$ cat config.mk
export PLATFORM = sky130hd
export DESIGN_NAME = m_player_seq
export DESIGN_NICKNAME = d
export VERILOG_FILES = /design/src/rtl/m_player_seq.sv
export SDC_FILE = /design/constraint.sdc
export NUM_CORES = 1
export LEC_CHECK = 0
export CORE_ASPECT_RATIO = 0.6
export CORE_MARGIN = 2
export CORE_UTILIZATION = 26
export CTS_CLUSTER_SIZE = 24
export DETAILED_ROUTE_END_ITERATION = 8
export PLACE_DENSITY = 0.39
export RECOVER_POWER = 25
export SYNTH_ARGS = -nofsm -noshare
export SYNTH_HDL_FRONTEND = slang
export SYNTH_SLANG_ARGS = --single-unit
$ cat constraint.sdc
create_clock -name CLK -period 3.4 [get_ports CLK]
set_input_delay 0.68 -clock CLK [delete_from_list [all_inputs] [get_ports CLK]]
set_output_delay 0.68 -clock CLK [all_outputs]
set_load 0.005 [all_outputs]
$ cat src/rtl/m_player_seq.sv
// m_player_seq: multi-song score sequencer and square-wave tone generator; define M_PLAYER_SEQ_GAP_EN to silence the tail of each note.
module m_player_seq #(
  parameter int CLK_HZ = 1_000_000,
  parameter int BEAT_HZ = 4,
  parameter int SONG_NUM = 2,
  parameter int SONG_AW = 7,
  parameter int DIV_W = 16,
  localparam int SI_W = SONG_NUM > 1 ? $clog2(SONG_NUM) : 1
) (
  input  logic                    CLK,
  input  logic                    RST,
  input  logic                    play,
  input  logic                    next_song,
  input  logic                    loop_en,
  output logic [SI_W+SONG_AW-1:0] rom_addr,
  input  logic [7:0]              rom_data,
  output logic [5:0]              note_code,
  output logic [SI_W-1:0]         song_idx,
  output logic                    playing,
  output logic                    beep
);
  localparam int BEAT_CYC = CLK_HZ / BEAT_HZ;
  localparam int BW = BEAT_CYC > 1 ? $clog2(BEAT_CYC) : 1;
  localparam int FREQ [7] = '{262, 294, 330, 349, 392, 440, 494};
  typedef enum logic [2:0] {IDLE, FETCH, WAIT, DECODE, PLAY} state_t;
  state_t state, state_n;
  logic [SONG_AW-1:0] offset;
  logic [1:0] len, beats;
  logic [BW-1:0] beat_cnt;
  logic [DIV_W-1:0] tone_cnt, hp;
  logic [5:0] note;
  logic tone, is_note, gap;
  logic [DIV_W-1:0] hp_tab [4][8];
  if (SONG_NUM < 1) begin : g_bad_songs
    $error("SONG_NUM must be at least 1");
  end
  if (((CLK_HZ / 524) >> DIV_W) != 0) begin : g_bad_div
    $error("tone half-period does not fit in DIV_W bits");
  end
  for (genvar o = 0; o < 4; o++) begin : g_o
    for (genvar d = 0; d < 8; d++) begin : g_d
      if (o == 0 || d == 0) begin : g_z
        assign hp_tab[o][d] = '0;
      end else begin : g_n
        assign hp_tab[o][d] = DIV_W'(CLK_HZ / (2 * FREQ[d-1] * (1 << (o - 1))));
      end
    end
  end
  wire [1:0] oct = rom_data[7:6];
  wire [3:0] deg = rom_data[3:0];
  wire note_ok = oct != 2'd0 && deg != 4'd0 && !deg[3];
  wire is_end = oct == 2'd0 && deg == 4'hF;
  wire beat_end = beat_cnt == BW'(BEAT_CYC - 1);
  wire note_end = beat_end && beats == len;
  wire [SI_W-1:0] song_inc = song_idx == SI_W'(SONG_NUM - 1) ? '0 : song_idx + 1'b1;
  wire tone_wrap = tone_cnt == hp - 1'b1;
`ifdef M_PLAYER_SEQ_GAP_EN
  assign gap = beats == len && beat_cnt >= BW'(BEAT_CYC - BEAT_CYC / 8);
`else
  assign gap = 1'b0;
`endif
  assign rom_addr = {song_idx, offset};
  assign playing = state == PLAY && play;
  assign note_code = playing ? note : '0;
  assign beep = tone && playing && !gap;
  always_ff @(posedge CLK)
    state <= RST ? IDLE : state_n;
  always_comb begin
    state_n = state;
    if (next_song && state != IDLE) state_n = FETCH;
    else if (play)
      case (state)
        IDLE:    state_n = FETCH;
        FETCH:   state_n = WAIT;
        WAIT:    state_n = DECODE;
        DECODE:  state_n = is_end ? FETCH : PLAY;
        PLAY:    state_n = note_end ? FETCH : PLAY;
        default: state_n = IDLE;
      endcase
  end
  always_ff @(posedge CLK) begin
    if (RST) begin
      song_idx <= '0;
      offset <= '0;
      len <= '0;
      beats <= '0;
      beat_cnt <= '0;
      tone_cnt <= '0;
      hp <= '0;
      note <= '0;
      tone <= 1'b0;
      is_note <= 1'b0;
    end else if (next_song) begin
      song_idx <= song_inc;
      if (state != IDLE) begin
        offset <= '0;
        tone <= 1'b0;
        tone_cnt <= '0;
        beat_cnt <= '0;
        beats <= '0;
      end
    end else if (play) begin
      if (state == DECODE) begin
        tone <= 1'b0;
        tone_cnt <= '0;
        beat_cnt <= '0;
        beats <= '0;
        len <= rom_data[5:4];
        note <= note_ok ? {oct, deg} : '0;
        is_note <= note_ok;
        hp <= hp_tab[oct][deg[2:0]];
        if (is_end) begin
          offset <= '0;
          if (!loop_en) song_idx <= song_inc;
        end
      end
      if (state == PLAY) begin
        beat_cnt <= beat_end ? '0 : beat_cnt + 1'b1;
        if (beat_end) beats <= beats + 1'b1;
        if (note_end) begin
          offset <= offset + 1'b1;
          if (&offset && !loop_en) song_idx <= song_inc;
        end
        if (is_note) begin
          tone_cnt <= tone_wrap ? '0 : tone_cnt + 1'b1;
          if (tone_wrap) tone <= ~tone;
        end
      end
    end
  end
endmodule

Yosys cells after proc, flatten, opt, wreduce, memory -nomap -nowiden
Index checks and enable logic that the tools add are counted.
{"block": "classes", "n_lt_le_gt_ge": 2, "mux": 55, "bitwise": 4, "eq_ne": 9, "add_sub_neg": 6, "n_reduce_logical": 23, "n_shift": 0, "div": 0, "mul": 0}
{"operator": "binary-select mux 128 bit (select 2 bit)", "n": 1}
{"operator": "two-way mux 128 bit", "n": 2}
{"operator": "two-way mux 16 bit", "n": 9}
{"operator": "two-way mux 18 bit", "n": 6}
{"operator": "two-way mux 7 bit", "n": 7}
{"operator": "binary-select mux 16 bit (select 3 bit)", "n": 1}
{"operator": "adder 18 x 1 -> 18 bit, second input constant", "n": 1}
{"operator": "equality test 18 bit, second input constant", "n": 1}
{"operator": "two-way mux 1 bit", "n": 18}
{"operator": "adder 16 x 1 -> 16 bit, second input constant", "n": 1}
{"operator": "equality test 16 bit", "n": 1}
{"operator": "subtractor 16 x 1 -> 16 bit, second input constant", "n": 1}
{"operator": "case mux 3 bit (5 select lines)", "n": 1}
{"operator": "two-way mux 2 bit", "n": 6}
{"operator": "two-way mux 6 bit", "n": 2}
{"operator": "logical AND 1 bit", "n": 8}
{"operator": "adder 7 x 1 -> 7 bit, second input constant", "n": 1}
{"operator": "AND reduction 7 bit", "n": 1}
{"operator": "equality test 3 x 2 -> 1 bit, second input constant", "n": 2}
{"operator": "two-way mux 3 bit", "n": 2}
{"operator": "AND reduction 3 bit", "n": 2}
{"operator": "nonzero test 2 bit", "n": 3}
{"operator": "nonzero test 3 bit", "n": 2}
{"operator": "equality test 4 bit, second input constant", "n": 1}
{"operator": "17 further kinds", "n": 19}
{"block": "word_totals", "mem_bits_rw": 0, "latch_bits": 0, "rom_bits": 0, "wordCells": 111, "regBits": 73, "mem_count": 0}

Depth between registers and ports, before layout
Gate-level depths: netlist of run 1.
{"block": "depth", "ltp_word": 10, "depth_mapped": 10, "ltp_nobuf": 9}

Worst setup path before layout of run 1
OpenSTA, ideal clock, no wires.
{"block": "synth_path", "kind": "reg-to-reg", "startpoint": "register hp[0]", "endpoint": "register tone_cnt[2]", "slack_ns": 0.913, "t_required_ns": 3.282, "arrival_ns": 2.369, "stages_incl_launch_ff": 11, "path_buffers": 1, "path_cell_list": "dfxtp_1 > inv_1 > ha_1 > or3b_1 > o31a_1 > or4b_1 > nand3_2 > nand4_4 > buf_6 > a22oi_4 > o21ai_2"}
{"block": "synth_between", "elab_chain_len": 7}
{"item": "from (decl)", "line_no": "30", "source": "logic [DIV_W-1:0] tone_cnt, hp;"}
{"item": "from (signal assigned)", "line_no": "111", "source": "hp <= hp_tab[oct][deg[2:0]];"}
{"item": "subtractor 16 x 1 -> 16 bit", "line_no": "56", "source": "wire tone_wrap = tone_cnt == hp - 1'b1;"}
{"item": "equality test 16 bit", "line_no": "56"}
{"item": "two-way mux 16 bit", "line_no": "125", "source": "tone_cnt <= tone_wrap ? '0 : tone_cnt + 1'b1;"}
{"item": "two-way mux 16 bit", "line_no": "124", "source": "if (is_note) begin"}
{"item": "two-way mux 16 bit", "line_no": "117", "source": "if (state == PLAY) begin"}
{"item": "two-way mux 16 bit", "line_no": "102", "source": "end else if (play) begin"}
{"item": "two-way mux 16 bit", "line_no": "93", "source": "end else if (next_song) begin"}
{"item": "to (signal assigned)", "line_no": "125"}
{"item": "to (decl)", "line_no": "30"}
Every way passes these cells. The select of a mux whose other input is x is not followed.
A chain may end at the register's enable or synchronous reset.

Final worst setup path of run 1
{"block": "layout_path", "startpoint": "register hp[0]", "endpoint": "register tone_cnt[8]"}
Same word-level chain as after synthesis.

==> impl_metrics.json, run 1 <==
{
  "clock-sinks": 68,
  "overflow": 0,
  "cts_hold_buffers": 0,
  "grt_antenna_before_repair": 0,
  "fmax_ghz": 0.347,
  "pin_count": 30,
  "dieArea_um2": 18000,
  "switching_share_pct": 27.0,
  "layout_commonest_cell": "nor2_1",
  "ys.flop_type": "dfxtp_1",
  "p_seq_share_pct": 43.4,
  "post_cts_buffers": 0,
  "synth_cell_types": 67,
  "async_flop_share_pct": 0,
  "gp_congestion": 0.789,
  "design_area_um2": 5210,
  "min_period_ns": 2.88,
  "skew_ns": 0.00708,
  "hold_viol_final": 0,
  "p_switching_mw": 0.503,
  "dr.pass1.iters": 5,
  "synthTopCellsByArea": "dfxtp_1 (31%), nor2_1 (6.0%), nand2_1 (5.5%)",
  "combPwrFrac_pct": 10.5,
  "port_buffers": 29,
  "vias": 4322,
  "synth.cell_area_um2": 4400,
  "syn_nets": 602,
  "drive_gt1_share_pct": 8.76,
  "clkTransAtPathRegs_ns": 0.06,
  "grt_pass1_vias": 3978,
  "rows": 36,
  "ir_drop_mv": 0.205,
  "p_total_mw": 1.86,
  "powerDensity_nw_per_um2": 358,
  "clockBufferDepth": 2,
  "netlist.area_leader.share_pct": 31.0,
  "grt_max_degree": 29,
  "die_height_um": 105,
  "cp-end-kind": "flop",
  "power.internal_mw": 1.36,
  "setup_viol": 0,
  "arrival_ns": 3.08,
  "netlist_instances": 580,
  "leakagePower_nw": 1.84,
  "synth_top_cell_by_area": "dfxtp_1",
  "wl_per_cell_um": 16.4,
  "cpPeakStageDelay_ns": 0.47,
  "rsz0062_at_grt": "no",
  "tightest_slew_ns": 0.778,
  "crit_path_start_kind": "flop",
  "synth_edf_count": 0,
  "start_util_pct": 26.8,
  "cts_made_buffers": 9,
  "hold_class": "flop to flop",
  "cpMaxStageDelayCell": "a2111oi_4",
  "clkPwrFrac_pct": 46.1,
  "dieWidth_um": 172,
  "timing.final.crit_share_pct": 84.8,
  "track_usage_pct": 15.9,
  "critPathKind": "flop to flop",
  "cts_root_buf": "clkbuf_16",
  "ant_nets": 0,
  "placed_area_um2": 4950,
  "drc": 0,
  "htree_levels": 3,
  "final_nets": 623,
  "layout_common_cells": "nor2_1 (70), dfxtp_1 (68), nand2_1 (65)",
  "cts_tree": "done",
  "viasPerCell": 5.19,
  "status": "finished, final reports clean",
  "required_ns": 3.60,
  "routed_wl_um": 13700,
  "synth-seq-area-share_pct": 31.0,
  "ys_ff_latch": 68,
  "grt_pass1_wl_um": 22500,
  "clk_latency_ns": 0.33,
  "setup_tns_ns": 0,
  "ys.warnings.count": 0,
  "syn2layout_area_growth_pct": 18.4,
  "worstPathCellList": "inv_1 > ha_1 > or3b_1 > nor2_1 > nand4_1 > a2111oi_4 > nand4_4 > nand2_4 > o311ai_1",
  "slew_viol_final": 0,
  "maxCapViolCount": 0,
  "drtIter0Drc": 296,
  "core_region_area_um2": 16400,
  "dpl.hpwl_um": 10100,
  "diodes": 0,
  "crit_fanout": 15,
  "avgSynthCellArea_um2": 7.58,
  "relSlewSlack_pct": 47.7,
  "cts_resized": 0
}
[worst max-delay path: cells and delay by family, from the launching register on]
kind                     cells  cell delay, ns
adder cells (fa/ha/maj)      1            0.23
AND/OR/NAND/NOR              5            1.48
buffers and inverters        1            0.10
AO/OA/AOI/OAI                2            0.59
flip-flops                   1            0.36
[state kept, by name (all words and copies together), names as in the netlist, 2 cells and up]
signal and count:
beat_cnt 18, tone_cnt 16, hp 11, offset 7, note 6, state 3
beats 2, len 2
[cell type report]
cell class | count | area (um^2)
Multi-Input combinational cell | 465 | 2830
Fill cell | 1792 | 11200
Sequential cell | 68 | 1360
Timing Repair Buffer | 46 | 422
Clock inverter | 6 | 42.5
Inverter | 11 | 41.3
Clock buffer | 9 | 225
Tap cell | 228 | 285
[synthesized netlist by cell type, types with 10 or more instances]
master / count
nor2_1: 70
dfxtp_1: 68
nand2_1: 65
a21oi_1: 43
nand3_1: 29
clkbuf_1: 28
nor3_1: 24
nand4_1: 20
xor2_1: 16
and3_1: 15
o21ai_0: 14
a211oi_1: 12
inv_1: 11
a22oi_1: 10
a311oi_1: 10
nand2b_1: 10
[path summary, 6_finish.rpt]
kind | from | slack [ns] | endpoint | depth (start not counted)
hold / removal | len[0]$_SDFFE_PP0P_ | 0.47 | len[0]$_SDFFE_PP0P_ | 2
setup / recovery | hp[0]$_SDFFE_PP0P_ | 0.52 | tone_cnt[8]$_SDFFE_PP0P_ | 9
hold reg to reg | len[0]$_SDFFE_PP0P_ | 0.47 | len[0]$_SDFFE_PP0P_ | 2
setup reg to reg | hp[0]$_SDFFE_PP0P_ | 0.52 | tone_cnt[8]$_SDFFE_PP0P_ | 9
[power groups by stage]
stage | clock network (mW) | registers [mW] | logic [mW]
CTS | 0.892 | 0.807 | 0.198
finish | 0.858 | 0.808 | 0.196
floorplan | 0 | 0.823 | 0.123
global placement | 0 | 0.825 | 0.198
detailed placement | 0 | 0.825 | 0.197
global route | 0.923 | 0.808 | 0.220
[per-layer routing]
metal  GRT usage, %  up-vias  wire length [um]
met5              0        -                 0
li1               -     2178                 -
met3           3.33       11               520
met1           26.8     2037              8090
met4           2.76        0                87
met2           19.8       96              4990
[stage by stage]
| stage | hold WS (ns) | utilization [%] | worst slack (ns) | instances |
|---|---|---|---|---|
| floorplan | 0.448 | - | 0.913 | 580 |
| global placement | 0.462 | 30.2 | 0.562 | 818 |
| detailed placement | 0.463 | 30.2 | 0.545 | 818 |
| CTS | 0.471 | 31.8 | 0.548 | 833 |
| global route | 0.482 | 31.8 | 0.347 | 833 |
| finish | 0.467 | 31.8 | 0.517 | 833 |
[kinds of logic (layout without fill, tap and decap cells)]
family | after synthesis | in the layout | share of synthesized area [%]
XOR/XNOR | 24 | 24 | 4.78
adder cells (fa/ha/maj) | 9 | 9 | 2.56
AND/OR/NAND/NOR | 293 | 293 | 34.9
AO/OA/AOI/OAI | 136 | 136 | 21.5
buffers and inverters | 47 | 72 | 4.55
multiplexers | 3 | 3 | 0.740
flip-flops | 68 | 68 | 31.0
No activity file was read; power rests on OpenSTA's default activity.
==> inputs of run 2 (changes only) <==
- PLACE_DENSITY: 0.39 -> 0.4
- clock period: 3.4 -> 2.3 ns (I/O delays scaled with it)
==> impl_metrics.json, run 2 (synthesized netlist as in run 1, its figures left out) <==
{
  "place_ws_ns": -0.211,
  "layout_common_cells": "buf_4 (82), nor2_1 (69), nand2_1 (65)",
  "cts_hold_buffers": 0,
  "finalNonFillerCells": 906,
  "reg_top3": "beat_cnt x18, tone_cnt x16, hp x11",
  "vias": 4638,
  "hold_viol_final": 0,
  "port_buffers": 29,
  "crit_path_start_kind": "flop",
  "arrival_ns": 2.69,
  "rsz0062_at_grt": "yes",
  "layout_commonest_cell": "buf_4",
  "die_height_um": 105,
  "holdWs_ns": 0.475,
  "violations": "setup timing",
  "dieArea_um2": 18000,
  "maxCapViolCount": 0,
  "ant_nets": 0,
  "worst_slack_ns": -0.190,
  "htree_levels": 3,
  "cts_tree": "done",
  "timing.final.crit_share_pct": 108,
  "pin_count": 30,
  "fill_cells": 1721,
  "routed_wl_um": 14100,
  "start_util_pct": 26.8,
  "clkTransAtPathRegs_ns": 0.06,
  "grt_max_degree": 30,
  "drive_gt1_share_pct": 21.4,
  "grt_antenna_before_repair": 0,
  "relSlewSlack_pct": 57.8,
  "setup_tns_ns": -2.20,
  "wl_per_cell_um": 15.6,
  "top_register": "beat_cnt",
  "design_area_um2": 5930,
  "slew_viol_final": 0,
  "drc": 0,
  "placed_area_um2": 5430,
  "p_total_mw": 3.13,
  "ir_drop_mv": 0.319,
  "cp-end-kind": "flop",
  "syn2layout_area_growth_pct": 34.9,
  "placed_cells": 882,
  "powerDensity_nw_per_um2": 527,
  "clockBufferDepth": 2,
  "cts_root_buf": "clkbuf_16",
  "overflow": 0,
  "clock-sinks": 68,
  "dieWidth_um": 172,
  "cts_made_buffers": 9,
  "dr.pass1.iters": 4,
  "hold_class": "flop to flop",
  "required_ns": 2.50,
  "setup_viol": 19,
  "core_region_area_um2": 16400,
  "clk_latency_ns": 0.34,
  "status": "finished with violations",
  "track_usage_pct": 16.5,
  "largest_reg_flops": 18,
  "diodes": 0,
  "gp_congestion": 0.813,
  "dpl.hpwl_um": 10700,
  "drtIter0Drc": 310,
  "crit_fanout": 7,
  "critPathKind": "flop to flop",
  "viasPerCell": 5.12,
  "leakagePower_nw": 2.27,
  "grt_pass1_wl_um": 23500,
  "min_period_ns": 2.49,
  "fmax_ghz": 0.402,
  "utilization_pct": 36.2,
  "rows": 36,
  "grt_pass1_vias": 4375,
  "final_nets": 696,
  "skew_ns": 0.00986,
  "tightest_slew_ns": 0.626
}
## run 2: worst paths after layout
kind,cells after the start,to,startpoint,slack (ns)
setup reg to reg,10,tone_cnt[11]$_SDFFE_PP0P_,hp[0]$_SDFFE_PP0P_,-0.19
setup / recovery,10,tone_cnt[11]$_SDFFE_PP0P_,hp[0]$_SDFFE_PP0P_,-0.19
hold reg to reg,2,len[1]$_SDFFE_PP0P_,len[1]$_SDFFE_PP0P_,0.47
hold / removal,2,len[1]$_SDFFE_PP0P_,len[1]$_SDFFE_PP0P_,0.47
## run 2: what timing repair did
item	CTS	global route
buffers inserted	3	6
pin swaps	12	8
gates resized for setup	12	12
setup endpoints to repair	25	28
## run 2: critical path: stages, from the launching register on
cell and delay [ns]:
dfxtp_2 0.33, inv_2 0.07, ha_4 0.12, or3b_4 0.39, o31a_1 0.26, or4b_4 0.50, nand3_4 0.11, nand4_4 0.19
buf_6 0.20, nand4_1 0.09, o311ai_1 0.10
## run 2: final cells by class
cell class                      instances  area, um^2  area share [%]
Tap cell                              228         285            4.81
Clock inverter                          6         114            1.92
Clock buffer                            9         225            3.80
Inverter                               11        41.3           0.696
Multi-Input combinational cell        465        2930            49.4
Sequential cell                        68        1370            23.1
Timing Repair Buffer                  119         965            16.3
## run 2: power by group
part	internal [mW]	total (mW)	switching, mW
Combinational	0.138	0.336	0.198
Clock	1.05	1.60	0.542
Sequential	1.18	1.19	0.00977
Total	2.38	3.13	0.750
## run 2: per-layer routing
layer  part of all wire [%]  up-vias  wire, um  track usage, %
met5                      0        -         0               0
li1                       -     2335         -               -
met3                    3.5       19       494            3.22
met2                     38       91      5420            21.9
met1                     57     2193      8050            26.4
met4                    1.3        0       182            4.02
